$ cat src/rtl/cpu_pkg.sv
// Shared constants for the pipelined CPU control path.
//
// Contents:
//   COND_*  ARM condition-field encodings (EQ..AL, plus the 1111 code)
//   FLAG_*  bit positions of N,Z,C,V inside a 4-bit {N,Z,C,V} flag word
//   FW_*    flag_write encodings (bit1 selects N,Z, bit0 selects C,V)
package cpu_pkg;

    localparam logic [3:0] COND_EQ = 4'b0000;
    localparam logic [3:0] COND_NE = 4'b0001;
    localparam logic [3:0] COND_CS = 4'b0010;
    localparam logic [3:0] COND_CC = 4'b0011;
    localparam logic [3:0] COND_MI = 4'b0100;
    localparam logic [3:0] COND_PL = 4'b0101;
    localparam logic [3:0] COND_VS = 4'b0110;
    localparam logic [3:0] COND_VC = 4'b0111;
    localparam logic [3:0] COND_HI = 4'b1000;
    localparam logic [3:0] COND_LS = 4'b1001;
    localparam logic [3:0] COND_GE = 4'b1010;
    localparam logic [3:0] COND_LT = 4'b1011;
    localparam logic [3:0] COND_GT = 4'b1100;
    localparam logic [3:0] COND_LE = 4'b1101;
    localparam logic [3:0] COND_AL = 4'b1110;

    localparam int FLAG_N = 3;
    localparam int FLAG_Z = 2;
    localparam int FLAG_C = 1;
    localparam int FLAG_V = 0;

    localparam logic [1:0] FW_NONE = 2'b00;
    localparam logic [1:0] FW_CV   = 2'b01;
    localparam logic [1:0] FW_NZ   = 2'b10;
    localparam logic [1:0] FW_ALL  = 2'b11;

endpackage

$ cat src/rtl/cond_check.sv
// Combinational ARM condition checker.
//
// Ports:
//   cond     in  4  condition field of the instruction
//   flags    in  4  current flags {N,Z,C,V}
//   cond_ex  out 1  1 when the instruction should execute
module cond_check
    import cpu_pkg::*;
(
    input  logic [3:0] cond,
    input  logic [3:0] flags,
    output logic       cond_ex
);

    logic n, z, c, v;

    assign n = flags[FLAG_N];
    assign z = flags[FLAG_Z];
    assign c = flags[FLAG_C];
    assign v = flags[FLAG_V];

    // The unused 1111 code falls into the default and behaves as always.
    always_comb begin
        cond_ex = 1'b1;
        case (cond)
            COND_EQ: cond_ex = z;
            COND_NE: cond_ex = ~z;
            COND_CS: cond_ex = c;
            COND_CC: cond_ex = ~c;
            COND_MI: cond_ex = n;
            COND_PL: cond_ex = ~n;
            COND_VS: cond_ex = v;
            COND_VC: cond_ex = ~v;
            COND_HI: cond_ex = c & ~z;
            COND_LS: cond_ex = ~c | z;
            COND_GE: cond_ex = ~(n ^ v);
            COND_LT: cond_ex = n ^ v;
            COND_GT: cond_ex = ~z & ~(n ^ v);
            COND_LE: cond_ex = z | (n ^ v);
            default: cond_ex = 1'b1;
        endcase
    end

endmodule

$ cat src/rtl/cond_unit.sv
// Execute-stage conditional-execution unit.
//
// Holds the architectural NZCV register, evaluates the instruction's
// condition against it, gates the instruction's PC/register/memory writes,
// updates flags selectively and keeps saturating executed/skipped counters.
//
// Ports:
//   clk, reset                  clock, asynchronous active-high reset
//   valid_e, stall_e, flush_e   occupancy and hold/squash of Execute
//   cond_e                      4-bit condition field
//   alu_flags_e, flag_write_e   new {N,Z,C,V} and per-pair write enables
//   pcs_e, reg_write_e,
//   mem_write_e, no_write_e     ungated side-effect requests
//   clear_cnt                   synchronous clear of both counters
//   cond_ex_e                   condition result against flags_q
//   pcsrc_o, reg_write_o,
//   mem_write_o                 gated side effects
//   flags_q                     architectural flags
//   exec_cnt, skip_cnt          saturating debug counters
module cond_unit
    import cpu_pkg::*;
#(
    parameter int CNT_W = 16
) (
    input  logic             clk,
    input  logic             reset,
    input  logic             valid_e,
    input  logic             stall_e,
    input  logic             flush_e,
    input  logic [3:0]       cond_e,
    input  logic [3:0]       alu_flags_e,
    input  logic [1:0]       flag_write_e,
    input  logic             pcs_e,
    input  logic             reg_write_e,
    input  logic             mem_write_e,
    input  logic             no_write_e,
    input  logic             clear_cnt,
    output logic             cond_ex_e,
    output logic             pcsrc_o,
    output logic             reg_write_o,
    output logic             mem_write_o,
    output logic [3:0]       flags_q,
    output logic [CNT_W-1:0] exec_cnt,
    output logic [CNT_W-1:0] skip_cnt
);

    localparam logic [CNT_W-1:0] CNT_MAX = {CNT_W{1'b1}};

    logic live;
    logic fire;

    cond_check u_cond_check (
        .cond    (cond_e),
        .flags   (flags_q),
        .cond_ex (cond_ex_e)
    );

    // Reset is folded into live so an instruction in flight when reset
    // rises produces no write pulse, even before any clock edge.
    assign live = valid_e & ~stall_e & ~flush_e & ~reset;
    assign fire = live & cond_ex_e;

    assign pcsrc_o     = pcs_e & fire;
    assign mem_write_o = mem_write_e & fire;
    assign reg_write_o = reg_write_e & ~no_write_e & fire;

    // Flags update in two independent pairs; a pair that is not enabled
    // keeps its previous value.
    always_ff @(posedge clk or posedge reset) begin
        if (reset) begin
            flags_q <= 4'b0000;
        end else if (fire) begin
            if (flag_write_e[1]) begin
                flags_q[FLAG_N] <= alu_flags_e[FLAG_N];
                flags_q[FLAG_Z] <= alu_flags_e[FLAG_Z];
            end
            if (flag_write_e[0]) begin
                flags_q[FLAG_C] <= alu_flags_e[FLAG_C];
                flags_q[FLAG_V] <= alu_flags_e[FLAG_V];
            end
        end
    end

    // Every live instruction lands in exactly one counter. clear_cnt wins
    // over a same-cycle increment; both counters stick at all-ones.
    always_ff @(posedge clk or posedge reset) begin
        if (reset) begin
            exec_cnt <= '0;
            skip_cnt <= '0;
        end else if (clear_cnt) begin
            exec_cnt <= '0;
            skip_cnt <= '0;
        end else if (live) begin
            if (cond_ex_e) begin
                if (exec_cnt != CNT_MAX) exec_cnt <= exec_cnt + 1'b1;
            end else begin
                if (skip_cnt != CNT_MAX) skip_cnt <= skip_cnt + 1'b1;
            end
        end
    end

endmodule

$ cat config.mk
export PLATFORM = sky130hd
export DESIGN_NAME = cond_unit
export DESIGN_NICKNAME = d
export VERILOG_FILES = /design/src/rtl/cpu_pkg.sv /design/src/rtl/cond_check.sv /design/src/rtl/cond_unit.sv
export SDC_FILE = /design/constraint.sdc
export NUM_CORES = 1
export LEC_CHECK = 0
export ABC_AREA = 1
export BUFFER_PORTS_ARGS = -buffer_cell sky130_fd_sc_hd__buf_2
export CORE_ASPECT_RATIO = 0.5
export CORE_UTILIZATION = 42
export DETAILED_ROUTE_END_ITERATION = 8
export PLACE_DENSITY_LB_ADDON = 0.1
export SLEW_MARGIN = 30
export SYNTH_ARGS = -nofsm -noshare
export SYNTH_HDL_FRONTEND = slang
export SYNTH_SLANG_ARGS = --single-unit
$ cat constraint.sdc
create_clock -name clk -period 1.8 [get_ports clk]
set_clock_uncertainty 0.1 [all_clocks]
set_input_delay 0.09 -clock clk [delete_from_list [all_inputs] [get_ports clk]]
set_output_delay 0.09 -clock clk [all_outputs]
set_load 0.03 [all_outputs]
* Word-level counts from Yosys, hierarchy flattened *
Index checks and enable logic that the tools add are counted.

cells by class
  add/sub/neg operators = 2
  equality and inequality tests = 16
  muxes and demuxes = 9
  bitwise gates (word level) = 22
  reductions and logical operators = 9

operators with widths
  kind                                                  count
  2-to-1 mux 16 bit                                     8
  adder 16 x 1 -> 16 bit (second input constant)        2
  inequality test 16 bit (second input constant)        2
  equality test 4 bit (second input constant)           6
  equality test 4 x 3 -> 1 bit (second input constant)  4
  case mux 1 bit (14 select lines)                      1
  AND 1 bit                                             10
  inverter 1 bit                                        9
  equality test 4 x 2 -> 1 bit (second input constant)  2
  nonzero test 2 bit                                    4
  AND reduction 3 bit                                   2
  equality test 4 x 1 -> 1 bit (second input constant)  1
  zero test 4 bit                                       1
  AND reduction 2 bit                                   2
  inequality test 2 bit (second input constant)         1
  OR 1 bit                                              2
  XOR 1 bit                                             1

word-level totals
  flip-flop bits (word level) = 36
  input port bits = 20
  output and inout port bits = 40
  logic and storage cells = 62

* Longest topological paths before layout *
  depth in word-level cells = 7
  mapped depth = 12
  depth with buffers taken out = 11

* Hierarchy *
Synthesis repeated with hierarchy kept, for this count alone.

unflattened totals
  cell total of the unflattened synthesis = 392
  area, all modules = 2502.4 µm²

modules (own cells, without submodules)
  module      instances  cells each  area each (µm²)  sequential area each (µm²)
  cond_unit   1          342         2297.2           900.9
  cond_check  1          50          205.2            0.0

* Worst setup path after synthesis *
No wires, ideal clock.

  path type = in2out
  start = input port reset
  end = output port reg_write_o
  arrival time = 2201 ps
  data required time = 1610 ps
  setup slack = -591 ps
  stages on the path = 5
  buffers on the path = 0
  path through = inv_1 > nand3_1 > inv_1 > nand2_1 > nor3b_1

on the way
  cells in the longest elaborated chain, start to end = 4

RTL lines
  element          line             source
  start, declared  cond_unit.sv:26  input logic reset,
  inverter 1 bit   cond_unit.sv:60  assign live = valid_e & ~stall_e & ~flush_e & ~reset;
  AND 1 bit        cond_unit.sv:60
  AND 1 bit        cond_unit.sv:61  assign fire = live & cond_ex_e;
  AND 1 bit        cond_unit.sv:65  assign reg_write_o = reg_write_e & ~no_write_e & fire;
  end, declared    cond_unit.sv:40  output logic reg_write_o,

Every way passes these cells.

* Worst setup path after layout *
  start = register flags_q[0]
  end = output port reg_write_o

on the way
  cells in the longest elaborated chain, start to end = 6
  elaborated cells between the ends (all ways) = 8
  those cells by class = mux (1); bitwise (7)

RTL lines
  element                             line                                source
  start, declared                     cond_unit.sv:42                     output logic [3:0] flags_q,
  start signal, assigned by index     cond_unit.sv:74                     flags_q[FLAG_N] <= alu_flags_e[FLAG_N];
  start signal, assigned by index     cond_unit.sv:75                     flags_q[FLAG_Z] <= alu_flags_e[FLAG_Z];
  start signal, assigned by index     cond_unit.sv:78                     flags_q[FLAG_C] <= alu_flags_e[FLAG_C];
  XOR 1 bit                           -
  inverter 1 bit                      cond_check.sv:36, cond_check.sv:38
  AND 1 bit                           cond_check.sv:38                    COND_GT: cond_ex = ~z & ~(n ^ v);
  case mux 1 bit (14 select lines) *  cond_check.sv:25                    case (cond)
  AND 1 bit *                         cond_unit.sv:61
  AND 1 bit *                         cond_unit.sv:65

Mark *: on every way between the ends. The rest lies on a longest branch, timed or not.

==> metrics.md <==
| Metric | Value |
|---|---|
| Clock Power Share | `41.7%` |
| Htree depth | `2` |
| Type of origin of the critical path | `register` |
| Combinational Power Share | `between 20 and 25%` |
| Slack of the critical path | `-0.109 ns` |
| Syn nets | `404` |
| Final WL | `7250 um` |
| Post-route DRC violation count | `0` |
| CTS tree | `yes` |
| Core Region | `6110 um^2` |
| EDFF count, synth | `0` |
| WS Path Type | `register to primary output` |
| Synth cell count leaders | `115 x nand2_1, 58 x nor2_1, 39 x nand3_1` |
| Area share of the largest cell type after synthesis | `33.6%` |
| Die area | `6720 um^2` |
| First-pass GRT wire length | `12200 um` |
| Slew Limit Fails | `0` |
| RSZ-0062 raised after global routing | `true` |
| Sequential group share of total power | `36.2%` |
| Synth unique cells | `33` |
| Leading area contributor after synthesis | `dfrtp_1` |
| Number of antenna-violating nets in the routed design | `0` |
| Largest net degree at the start of global routing | `37` |
| Avg WL per Cell | `13.1 um` |
| Final Setup Violations | `28` |
| First-pass iteration count of the detailed router | `4` |
| Yosys warning count | `0` |
| Worst-Margin Slew | `just under 0.5 ns` |
| Hold depth | `3` |
| Starting Density | `a little over two fifths` |
| PwrDens | `701 nW/um^2` |
| Global route overflow | `0` |
| P_leak | `roughly 1.8 nW` |
| Main synth FF type | `dfrtp_1` |
| Final net count | `487` |
| CTS buffer count | `5` |
| Dpl hpwl | `5030 um` |
| DIE WIDTH | `115 um` |
| Reg2Reg Depth | `12` |
| Failing checks | `setup timing` |
| Internal power | `0.00177 W` |
| Antenna diode count | `0` |
| FILL cells | `597` |
| WP data required | `1.61 ns` |
| Antenna violations before repair | `0` |
| Worst min-delay path class | `input port to register` |
| Root buffer cell | `clkbuf_16` |
| Period utilization | `106%` |
| P&R area growth vs syn | `34.8%` |
| GP Congestion | `~0.87` |
| Count leader, synth | `nand2_1` |
| Routed via count | `2777` |
| Crit. End Element | `primary output` |
| Layout cells sized above 1 | `33.0%` |
| Syn avg cell area | `approximately 7 um^2` |
| Asr flop ratio synth | `100%` |
| Number of global-route vias before repair | `2637` |
| Place WS | `0.000937 ns` |
| Fmax | `524 MHz` |
| P_sw | `0.000756 W` |
| Die Y | `just under 60 um` |
| Data arrival time of the worst path | `1.72 ns` |
| Yosys reg bits | `36` |
| Sw Share | `roughly 30%` |
| Worst-path clk slew | `0.05 ns` |
| Final Hold Fails | `0` |
| Crit-path max FO | `5` |
| Top-level I/O count | `60` |
| Max Buffers Root-to-Sink | `2` |
| Register area share after synthesis | `33.6%` |
| Max VDD drop | `slightly above 0.0004 V` |
| Tot GR Track Use | `23.1%` |
| Clock Latency Late Sink | `0.28 ns` |
| Placement Rows | `20` |
| Drt initial violations | `122` |
| Synthesized netlist cell count | `382` |
| Vias/cell | `around 5` |
| Num Clock Sinks | `36` |
| I/O Buffers | `slightly below 60` |
| Fin crit period | `1.91 ns` |
| Min Hold Slack | `0.0462 ns` |
| Max-Cap Viols | `0` |
| Worst slew margin | `66.9%` |
| Main area contributors after synthesis | `dfrtp_1 34%, nand2_1 16%, nor2_1 8.1%` |
| Status | `finished with violations` |
| Cell area after synthesis | `2680 um^2` |
critical path, stage by stage (launching register included):
cell and delay (ns):
dfrtp_2 0.44, inv_2 0.07, nand2_4 0.08, nand2_1 0.05, nand2_1 0.06, nand3_2 0.08
nand2_2 0.08, nor2_2 0.05, nand2_4 0.09, nand2_4 0.07, nor3b_4 0.21, buf_6 0.15
placed cells by master, fill, tap and decap left out, types with 8 or more instances in the layout:
cell,count
dfrtp_2,8
nand3_1,35
nor2_1,52
nor2_2,8
xor2_1,16
nand4_1,26
inv_1,24
buf_4,21
nand3_2,16
buf_2,58
dfrtp_1,28
nand2_1,108
power by group through the flow:
stage / combinational [W] / sequential [W] / clock [W]
after floorplan: 0.000264 / 0.000988 / 0
final: 0.000559 / 0.000915 / 0.00106
after detailed placement: 0.000466 / 0.000922 / 0
after global routing: 0.000610 / 0.000922 / 0.00111
after global placement: 0.000456 / 0.000919 / 0
after CTS: 0.000518 / 0.000906 / 0.00107
layout make-up:
cell class	count	area, um^2	share of cell area (%)
Clock buffer	7	153	4.23
Sequential cell	36	911	25.2
Clock inverter	1	30.0	0.832
Tap cell	88	110	3.05
Timing Repair Buffer	88	543	15.0
Multi-Input combinational cell	304	1750	48.4
Inverter	30	116	3.22
sequential cells by signal, indices dropped and copies added (netlist names):
signal,cells
skip_cnt,16
flags_q,4
exec_cnt,16
routing by layer:
metal	wire length (um)	GRT usage (%)
met1	3320	28.9
met2	3520	41.6
met3	317	4.22
met4	96	6.86
met5	0	0
metrics by stage:
stage               area (um^2)  setup TNS [ns]  instances  utilization (%)  total power [W]
global route               3610           -3.70        554             59.1          0.00265
finish                     3610          -0.544        554             59.1          0.00253
floorplan                  2750         -0.0248        382                -          0.00125
CTS                        3530          -0.121        553             57.8          0.00249
global placement           3210               0        534             52.5          0.00138
detailed placement         3210               0        534             52.5          0.00139
cell families (layout without fill, tap and decap cells):
| family | count (synthesis) | count (layout) | synth area share, % |
|---|---|---|---|
| AND/OR/NAND/NOR | 269 | 269 | 48.7 |
| buffers and inverters | 42 | 126 | 6.96 |
| flip-flops | 36 | 36 | 33.6 |
| XOR/XNOR | 21 | 21 | 6.87 |
| AO/OA/AOI/OAI | 12 | 12 | 2.85 |
| adder cells (fa/ha/maj) | 2 | 2 | 0.934 |
path summary, 6_finish.rpt:
kind                                         startpoint                 endpoint  slack (ns)
worst max-delay path             flags_q[0]$_DFFE_PP0P_              reg_write_o       -0.11
worst min-delay path                    flag_write_e[1]   flags_q[2]$_DFFE_PP0P_        0.05
worst max register to register   flags_q[0]$_DFFE_PP0P_  skip_cnt[3]$_DFFE_PP0P_       -0.03
worst min register to register  exec_cnt[0]$_DFFE_PP0P_  exec_cnt[0]$_DFFE_PP0P_        0.46
max in group asynchronous                         reset  exec_cnt[1]$_DFFE_PP0P_        0.82
min in group asynchronous                         reset  skip_cnt[8]$_DFFE_PP0P_        0.42
repair_timing:
| action | in CTS | in global routing |
|---|---|---|
| setup buffers | 6 | 1 |
| hold buffers | 5 | 0 |
| setup endpoints to repair | 10 | 35 |
| gates resized for setup | 13 | 15 |
| hold endpoints to repair | 40 | 0 |
| pin swaps | 7 | 12 |
(Power assumes the default switching activity.)
